**src/rtl/sync_debounce_edge_edge_detector.sv**
```systemverilog
// Registers the previous debounced level and flags 0->1 / 1->0 transitions
// as single-cycle pulses.
module edge_detector #(
    parameter int WIDTH = 1
) (
    input  logic             clk,
    input  logic             rst,
    input  logic [WIDTH-1:0] level,
    output logic [WIDTH-1:0] rise_pulse,
    output logic [WIDTH-1:0] fall_pulse
);
    logic [WIDTH-1:0] prev;

    always_ff @(posedge clk or posedge rst) begin
        if (rst) begin
            prev <= '0;
        end else begin
            prev <= level;
        end
    end

    // Level and prev both clear on reset, so reset never produces a fall pulse.
    assign rise_pulse = level & ~prev;
    assign fall_pulse = ~level & prev;
endmodule

```
**src/rtl/sync_debounce_edge.sv**
```systemverilog
// Input conditioning for asynchronous pins: per-channel flop synchronizer,
// press-only debouncer on a shared sample tick, and edge pulses.
module sync_debounce_edge #(
    parameter int WIDTH          = 1,
    parameter int STAGES         = 2,
    parameter int SAMPLE_CNT_MAX = 25000,
    parameter int PULSE_CNT_MAX  = 150
) (
    input  logic             clk,
    input  logic             rst,
    input  logic [WIDTH-1:0] async_signal,
    output logic [WIDTH-1:0] sync_signal,
    output logic [WIDTH-1:0] debounced,
    output logic [WIDTH-1:0] rise_pulse,
    output logic [WIDTH-1:0] fall_pulse
);
    localparam int SAMPLE_W = (SAMPLE_CNT_MAX > 1) ? $clog2(SAMPLE_CNT_MAX) : 1;
    localparam int PULSE_W  = $clog2(PULSE_CNT_MAX + 1);
    localparam logic [SAMPLE_W-1:0] SAMPLE_LAST = SAMPLE_W'(SAMPLE_CNT_MAX - 1);
    localparam logic [PULSE_W-1:0]  PULSE_FULL  = PULSE_W'(PULSE_CNT_MAX);

`ifndef SYNTHESIS
    initial begin
        if (STAGES < 2)         $error("sync_debounce_edge: STAGES must be >= 2");
        if (SAMPLE_CNT_MAX < 1) $error("sync_debounce_edge: SAMPLE_CNT_MAX must be >= 1");
        if (PULSE_CNT_MAX < 1)  $error("sync_debounce_edge: PULSE_CNT_MAX must be >= 1");
        if (WIDTH < 1)          $error("sync_debounce_edge: WIDTH must be >= 1");
    end
`endif

    logic [SAMPLE_W-1:0] sample_cnt;
    logic                tick;

    // One free-running sample counter shared by every channel.
    always_ff @(posedge clk or posedge rst) begin
        if (rst) begin
            sample_cnt <= '0;
        end else if (tick) begin
            sample_cnt <= '0;
        end else begin
            sample_cnt <= sample_cnt + SAMPLE_W'(1);
        end
    end

    assign tick = (sample_cnt == SAMPLE_LAST);

    for (genvar i = 0; i < WIDTH; i++) begin : g_ch
        logic [STAGES-1:0]  chain;
        logic [PULSE_W-1:0] cnt;

        always_ff @(posedge clk or posedge rst) begin
            if (rst) begin
                chain <= '0;
            end else begin
                chain <= {chain[STAGES-2:0], async_signal[i]};
            end
        end

        assign sync_signal[i] = chain[STAGES-1];

        // A low sample wins over the tick, so release is immediate; press saturates.
        always_ff @(posedge clk or posedge rst) begin
            if (rst) begin
                cnt <= '0;
            end else if (!chain[STAGES-1]) begin
                cnt <= '0;
            end else if (tick && (cnt < PULSE_FULL)) begin
                cnt <= cnt + PULSE_W'(1);
            end
        end

        assign debounced[i] = (cnt == PULSE_FULL);
    end

    edge_detector #(
        .WIDTH (WIDTH)
    ) u_edge (
        .clk        (clk),
        .rst        (rst),
        .level      (debounced),
        .rise_pulse (rise_pulse),
        .fall_pulse (fall_pulse)
    );
endmodule
```
**config.mk**
```make
export PLATFORM = sky130hd
export DESIGN_NAME = sync_debounce_edge
export DESIGN_NICKNAME = d
export VERILOG_FILES = /design/src/rtl/sync_debounce_edge_edge_detector.sv /design/src/rtl/sync_debounce_edge.sv
export SDC_FILE = /design/constraint.sdc
export NUM_CORES = 1
export LEC_CHECK = 0
export CAP_MARGIN = 20
export CELL_PAD_IN_SITES_DETAIL_PLACEMENT = 1
export CELL_PAD_IN_SITES_GLOBAL_PLACEMENT = 1
export CORE_ASPECT_RATIO = 1.2
export CORE_MARGIN = 8
export CORE_UTILIZATION = 41
export CTS_CLUSTER_DIAMETER = 60
export CTS_CLUSTER_SIZE = 8
export DETAILED_ROUTE_END_ITERATION = 10
export PLACE_DENSITY_LB_ADDON = 0.25
export SYNTH_ARGS = -nofsm -noshare
export SYNTH_HDL_FRONTEND = slang
export SYNTH_SLANG_ARGS = --single-unit
```
**constraint.sdc**
```tcl
create_clock -name clk -period 1.8 [get_ports clk]
set_clock_uncertainty 0.2 [all_clocks]
set_input_delay 0.36 -clock clk [delete_from_list [all_inputs] [get_ports clk]]
set_output_delay 0.36 -clock clk [all_outputs]
set_load 0.1 [all_outputs]
```
==> impl_metrics.json, run 1 <==
{
  "numCtsBuffers": 3,
  "crit_path_end_kind": "output port",
  "outcome": "complete, but fails checks",
  "r2r-start": "sample_cnt[9]",
  "hpwl_um": 2460,
  "synth_nets": 129,
  "dpl_worst_slack_ns": -0.185,
  "synth_edf_count": 0,
  "hold_class": "in -> async",
  "hold_violations": 0,
  "cp-start-kind": "flop",
  "setup_viol": 9,
  "initial_utilization_pct": 42.3,
  "arrival_ns": 1.63,
  "ys_ff_latch": 26,
  "io_buffers": 6,
  "syn_area_per_cell_um2": 10.4,
  "yosys-top-cells-area": "dfrtp_1 (51%), nand3_1 (5.1%), xor2_1 (4.8%), nor2_1 (3.5%), xnor2_1 (3.4%)",
  "reg2reg_to": "g_ch[0].cnt[5]",
  "fin_crit_sh_pct": 122,
  "yosysWarningCount": 0,
  "p_per_area_mw_per_mm2": 506,
  "grt_setup_unrepaired": "yes",
  "slew_violations": 0,
  "clk_pin_slew_worst_paths_ns": 0.15,
  "clkLatencyLatePin_ns": 0.33,
  "rows": 22,
  "synth_area_mm2": 0.00128,
  "htree_levels": 1,
  "dieArea_mm2": 0.00517,
  "fillers": 341,
  "root_buffer": "clkbuf_4",
  "ys_top_cells_by_count": "dfrtp_1 (26), nand3_1 (13), nor2_1 (12), nand2_1 (10), xor2_1 (7)",
  "r2r_cells": 4,
  "dr.pass1.iters": 4,
  "ys.flop_type": "dfrtp_1",
  "placed_cells": 189,
  "drv_cap": 0,
  "tightest_slew_ns": 0.494,
  "drive_gt1_share_pct": 41.3,
  "num_antenna_cells": 0,
  "die_x_um": 67.0,
  "nNetsFinal": 174,
  "grt_pass1_wl_um": 5950,
  "vias": 1132,
  "cp_max_fo": 3,
  "ys_async_sr_fraction_pct": 100,
  "antenna_left": 0,
  "synth_top_cell_by_area": "dfrtp_1",
  "dieHeight_um": 77.2,
  "max_freq_ghz": 0.457,
  "wl_um": 3800,
  "crit_required_ns": 1.24,
  "violations": "setup timing",
  "fin_crit_ns": 2.19,
  "synth_cells": 123,
  "holdBufCountCts": 0,
  "syn_to_final_growth_pct": 44.6,
  "first_global_vias": 1263,
  "gp_congestion": 0.807,
  "grt_use_total_pct": 14.8,
  "ys_types": 31,
  "yosysTopAreaCellShare_pct": 50.8,
  "hold_slack_ns": 0.170,
  "critical_path_class": "reg -> out",
  "setup_slack_ns": -0.389,
  "power.leakage_uw": 0.000837,
  "vias_per_cell": 5.58,
  "ir_worst_vdd_mv": 0.412,
  "drc": 0,
  "r2r_setup_slack_ns": -0.18,
  "coreArea_mm2": 0.00303,
  "antenna_found_initial": 0,
  "first_iter_violations": 67,
  "ioPinCount": 7,
  "overflow": 0,
  "clk_path_buf_depth": 2,
  "cts_tree": "yes",
  "p_total_uw": 936,
  "final-instance-count-excl-fill": 203,
  "yosysMostFrequentCell": "dfrtp_1",
  "relSlewSlack_pct": 66.9,
  "wl_per_cell_um": 18.7,
  "grt_max_degree": 27,
  "ys_seq_area_share_pct": 50.8,
  "clock-sinks": 26,
  "cp-startpoint": "g_ch[0].cnt[0]"
}
-- flip-flops by register name, summed over array words and instances (netlist names) --
name / cells
sample_cnt: 15
g_ch.chain: 2
g_ch.cnt: 8
u_edge.prev: 1
-- worst max path at each step --
stage	end	slack (ns)	cells past startpoint
after global routing	fall_pulse	-0.46	6
after CTS	fall_pulse	-0.41	6
after detailed placement	g_ch[0].cnt[5]	-0.18	5
after global placement	g_ch[0].cnt[5]	-0.08	4
final	fall_pulse	-0.39	6
after floorplan	rise_pulse	-0.17	5
-- per-layer routing --
layer | GRT usage (%) | routed length (um) | vias up
met4 | 6.92 | 102 | 0
met5 | 0 | 0 | -
met2 | 27.5 | 2180 | 11
met1 | 15.3 | 1450 | 581
met3 | 2.03 | 60 | 9
li1 | - | - | 531
-- layout by cell type, fill, tap and decap left out, types with 2 or more instances in the layout --
master            n
and3_1            3
and4_2            2
o21ai_0           2
nand2_1          10
nand4_4           2
nand3_1          12
or4_4             2
clkbuf_4          3
buf_4            33
clkdlybuf4s50_1   2
xor2_1            7
nor2_2            2
buf_12            5
dfrtp_2           2
nor2_4            2
xnor2_1           5
a21oi_2           2
mux2i_1           3
and4b_1           2
inv_1             4
nor2_1            8
dfrtp_1          24
a21oi_1           2
nand4_1           2
nor3_1            2
o31ai_1           2
or4_1             2
-- metrics by stage --
| stage | setup TNS (ns) | utilization (%) | instance area, um^2 |
|---|---|---|---|
| CTS | -1.74 | 58.8 | 1780 |
| global placement | -0.331 | 53.8 | 1630 |
| global route | -2.54 | 61.1 | 1850 |
| floorplan | -0.347 | - | 1300 |
| detailed placement | -0.910 | 53.8 | 1630 |
| finish | -1.83 | 61.1 | 1850 |
-- worst max-delay path: stages, from the launching register on --
cell	delay, ns
dfrtp_1	0.42
inv_2	0.08
ha_4	0.12
and4b_1	0.24
nand3_4	0.12
and2_4	0.17
buf_12	0.16
-- where the power goes --
part	internal, uW	total [uW]	switching, uW
sequential	587	591	3.85
combinational	10.5	34.9	24.4
clock	124	311	187
total	721	936	215
-- kinds of logic after synthesis --
family / count (synthesis) / synth area share [%]
AND/OR/NAND/NOR: 59 / 26.7
flip-flops: 26 / 50.8
AO/OA/AOI/OAI: 12 / 6.06
XOR/XNOR: 12 / 8.21
buffers and inverters: 8 / 2.93
multiplexers: 3 / 2.35
adder cells (fa/ha/maj): 3 / 2.93
-- repair_timing --
item,in CTS,in global routing
setup buffers,5,4
resized for setup,16,5
setup endpoints to repair,11,12
pin swaps,4,3
cloned,1,0
-- cell type report --
class | count | area, um^2 | area share, %
inverters | 6 | 26.3 | 1.42
repair buffers | 41 | 379 | 20.5
clock buffers | 4 | 36.3 | 1.96
well taps | 36 | 45.0 | 2.43
flip-flops and latches | 26 | 653 | 35.3
multi-input cells | 90 | 711 | 38.4
Note: power is estimated with default switching activity, not from simulation.
==> inputs of run 2 (changes only) <==
GPL_ROUTABILITY_DRIVEN = 0   (was unset)
PLACE_DENSITY_LB_ADDON = 0.1   (was 0.25)
==> run 2 against run 1 <==
  * Largest power group unchanged
  * Wire length fell by 14%
  * Register-to-register slack worse by 0.07 ns
  * Largest cell class unchanged
  * Utilization fell by 1.5 points
  * Highest routed layer unchanged
  * The flow still finishes with violations (setup timing)
  * Critical path depth did not move
  * Flip-flop and latch count is the same
==> impl_metrics.json, run 2 (synthesis gave the netlist of run 1 again) <==
{
  "r2r_setup_slack_ns": -0.25,
  "postLayoutCoreUtil_pct": 59.6,
  "clk_pin_slew_worst_paths_ns": 0.14,
  "grt_pass1_wl_um": 5580,
  "antenna_left": 0,
  "reg_top3": "sample_cnt (15), g_ch.cnt (8), g_ch.chain (2)",
  "tns_ns": -2.02,
  "hold_violations": 0,
  "outcome": "complete, but fails checks",
  "overflow": 0,
  "power.leakage_uw": 0.000806,
  "cts_tree": "yes",
  "largest_reg_flops": 15,
  "numCtsBuffers": 3,
  "antenna_found_initial": 0,
  "critical_path_class": "reg -> out",
  "cell_internal_pwr_uw": 721,
  "fin_crit_sh_pct": 121,
  "fillers": 351,
  "p_clk_share_pct": 32.5,
  "first_global_vias": 1171,
  "p_per_area_mw_per_mm2": 514,
  "drive_gt1_share_pct": 38.8,
  "final_common_cell": "buf_4",
  "violations": "setup timing",
  "holdBufCountCts": 0,
  "ioPinCount": 7,
  "hpwl_um": 2270,
  "ir_worst_vdd_mv": 0.415,
  "r2r-start": "g_ch[0].cnt[1]",
  "htree_levels": 1,
  "grt_max_degree": 27,
  "dr.pass1.iters": 3,
  "first_iter_violations": 20,
  "hold_class": "reg -> reg",
  "switching_share_pct": 22.2,
  "drc": 0,
  "tightest_slew_ns": 0.764,
  "max_freq_ghz": 0.460,
  "p_total_uw": 927,
  "switchingPower_uw": 206,
  "num_antenna_cells": 0,
  "die_x_um": 67.0,
  "grt_use_total_pct": 13.7,
  "setup_viol": 9,
  "wl_um": 3260,
  "nNetsFinal": 167,
  "io_buffers": 6,
  "rows": 22,
  "comb_power_share_pct": 3.8,
  "fin_crit_ns": 2.18,
  "grt_setup_unrepaired": "yes",
  "top_register": "sample_cnt",
  "crit_required_ns": 1.24,
  "min-delay-start": "g_ch[0].chain[0]",
  "cp-start-kind": "flop",
  "final_cell_mix": "buf_4 (25), dfrtp_1 (24), nand3_1 (12)",
  "clock-sinks": 26,
  "drv_cap": 0,
  "wl_per_cell_um": 16.6,
  "dieArea_mm2": 0.00517,
  "cp-startpoint": "g_ch[0].cnt[0]",
  "relSlewSlack_pct": 48.8,
  "coreArea_mm2": 0.00303,
  "setup_slack_ns": -0.376,
  "syn_to_final_growth_pct": 41.1,
  "slew_violations": 0,
  "clkLatencyLatePin_ns": 0.33,
  "vias_per_cell": 5.39,
  "clk_path_buf_depth": 2,
  "vias": 1057,
  "dieHeight_um": 77.2,
  "root_buffer": "clkbuf_4",
  "crit_path_end_kind": "output port",
  "cp_max_fo": 3,
  "initial_utilization_pct": 42.3,
  "seqPwrFrac_pct": 63.7,
  "arrival_ns": 1.62
}
[run 2: cell type report]
type / count / area, um^2 / area share [%]
Clock buffer: 4 / 36.3 / 2.01
Inverter: 6 / 26.3 / 1.46
Multi-Input combinational cell: 89 / 712 / 39.4
Sequential cell: 26 / 653 / 36.2
Tap cell: 36 / 45.0 / 2.49
Timing Repair Buffer: 35 / 333 / 18.4
[run 2: metal layers]
metal,up-vias,GRT usage [%],share of wire [%]
met1,531,15.2,39
met5,-,0,0
met4,0,6.71,2.2
li1,507,-,-
met3,8,1.89,1.8
met2,11,24.4,57
[run 2: through the flow]
step	worst slack [ns]	hold WS [ns]	instance area [um^2]	instances
after global placement	-0.0829	0.132	1610	186
after floorplan	-0.170	0.131	1300	123
after global routing	-0.450	0.188	1810	196
after detailed placement	-0.170	0.137	1610	186
after CTS	-0.382	0.178	1770	194
final	-0.376	0.175	1810	196
[run 2: critical path: stages, from the launching register on]
cell and delay, ns:
dfrtp_1 0.42, inv_2 0.08, ha_4 0.12, and4b_1 0.23
nand3_4 0.11, and2_4 0.17, buf_12 0.16
[run 2: power groups by stage]
stage	sequential (uW)	combinational, uW	clock [uW]
final	591	35.1	301
after global routing	592	38.7	328
after CTS	591	35.9	314
after detailed placement	601	35.3	0
after global placement	601	34.5	0
after floorplan	608	11.1	0
[run 2: worst paths after layout]
| kind | endpoint | cells after the start |
|---|---|---|
| hold reg to reg | g_ch[0].chain[1] | 0 |
| min in group asynchronous | g_ch[0].cnt[5] | 3 |
| max in group asynchronous | g_ch[0].chain[1] | 3 |
| setup reg to reg | g_ch[0].cnt[1] | 6 |
| setup / recovery | fall_pulse | 6 |
| hold / removal | g_ch[0].chain[1] | 0 |
[run 2: repair_timing]
action | CTS | global route
resized for setup | 23 | 3
pin swaps | 9 | 4
buffers inserted | 4 | 2
setup endpoints to repair | 11 | 15
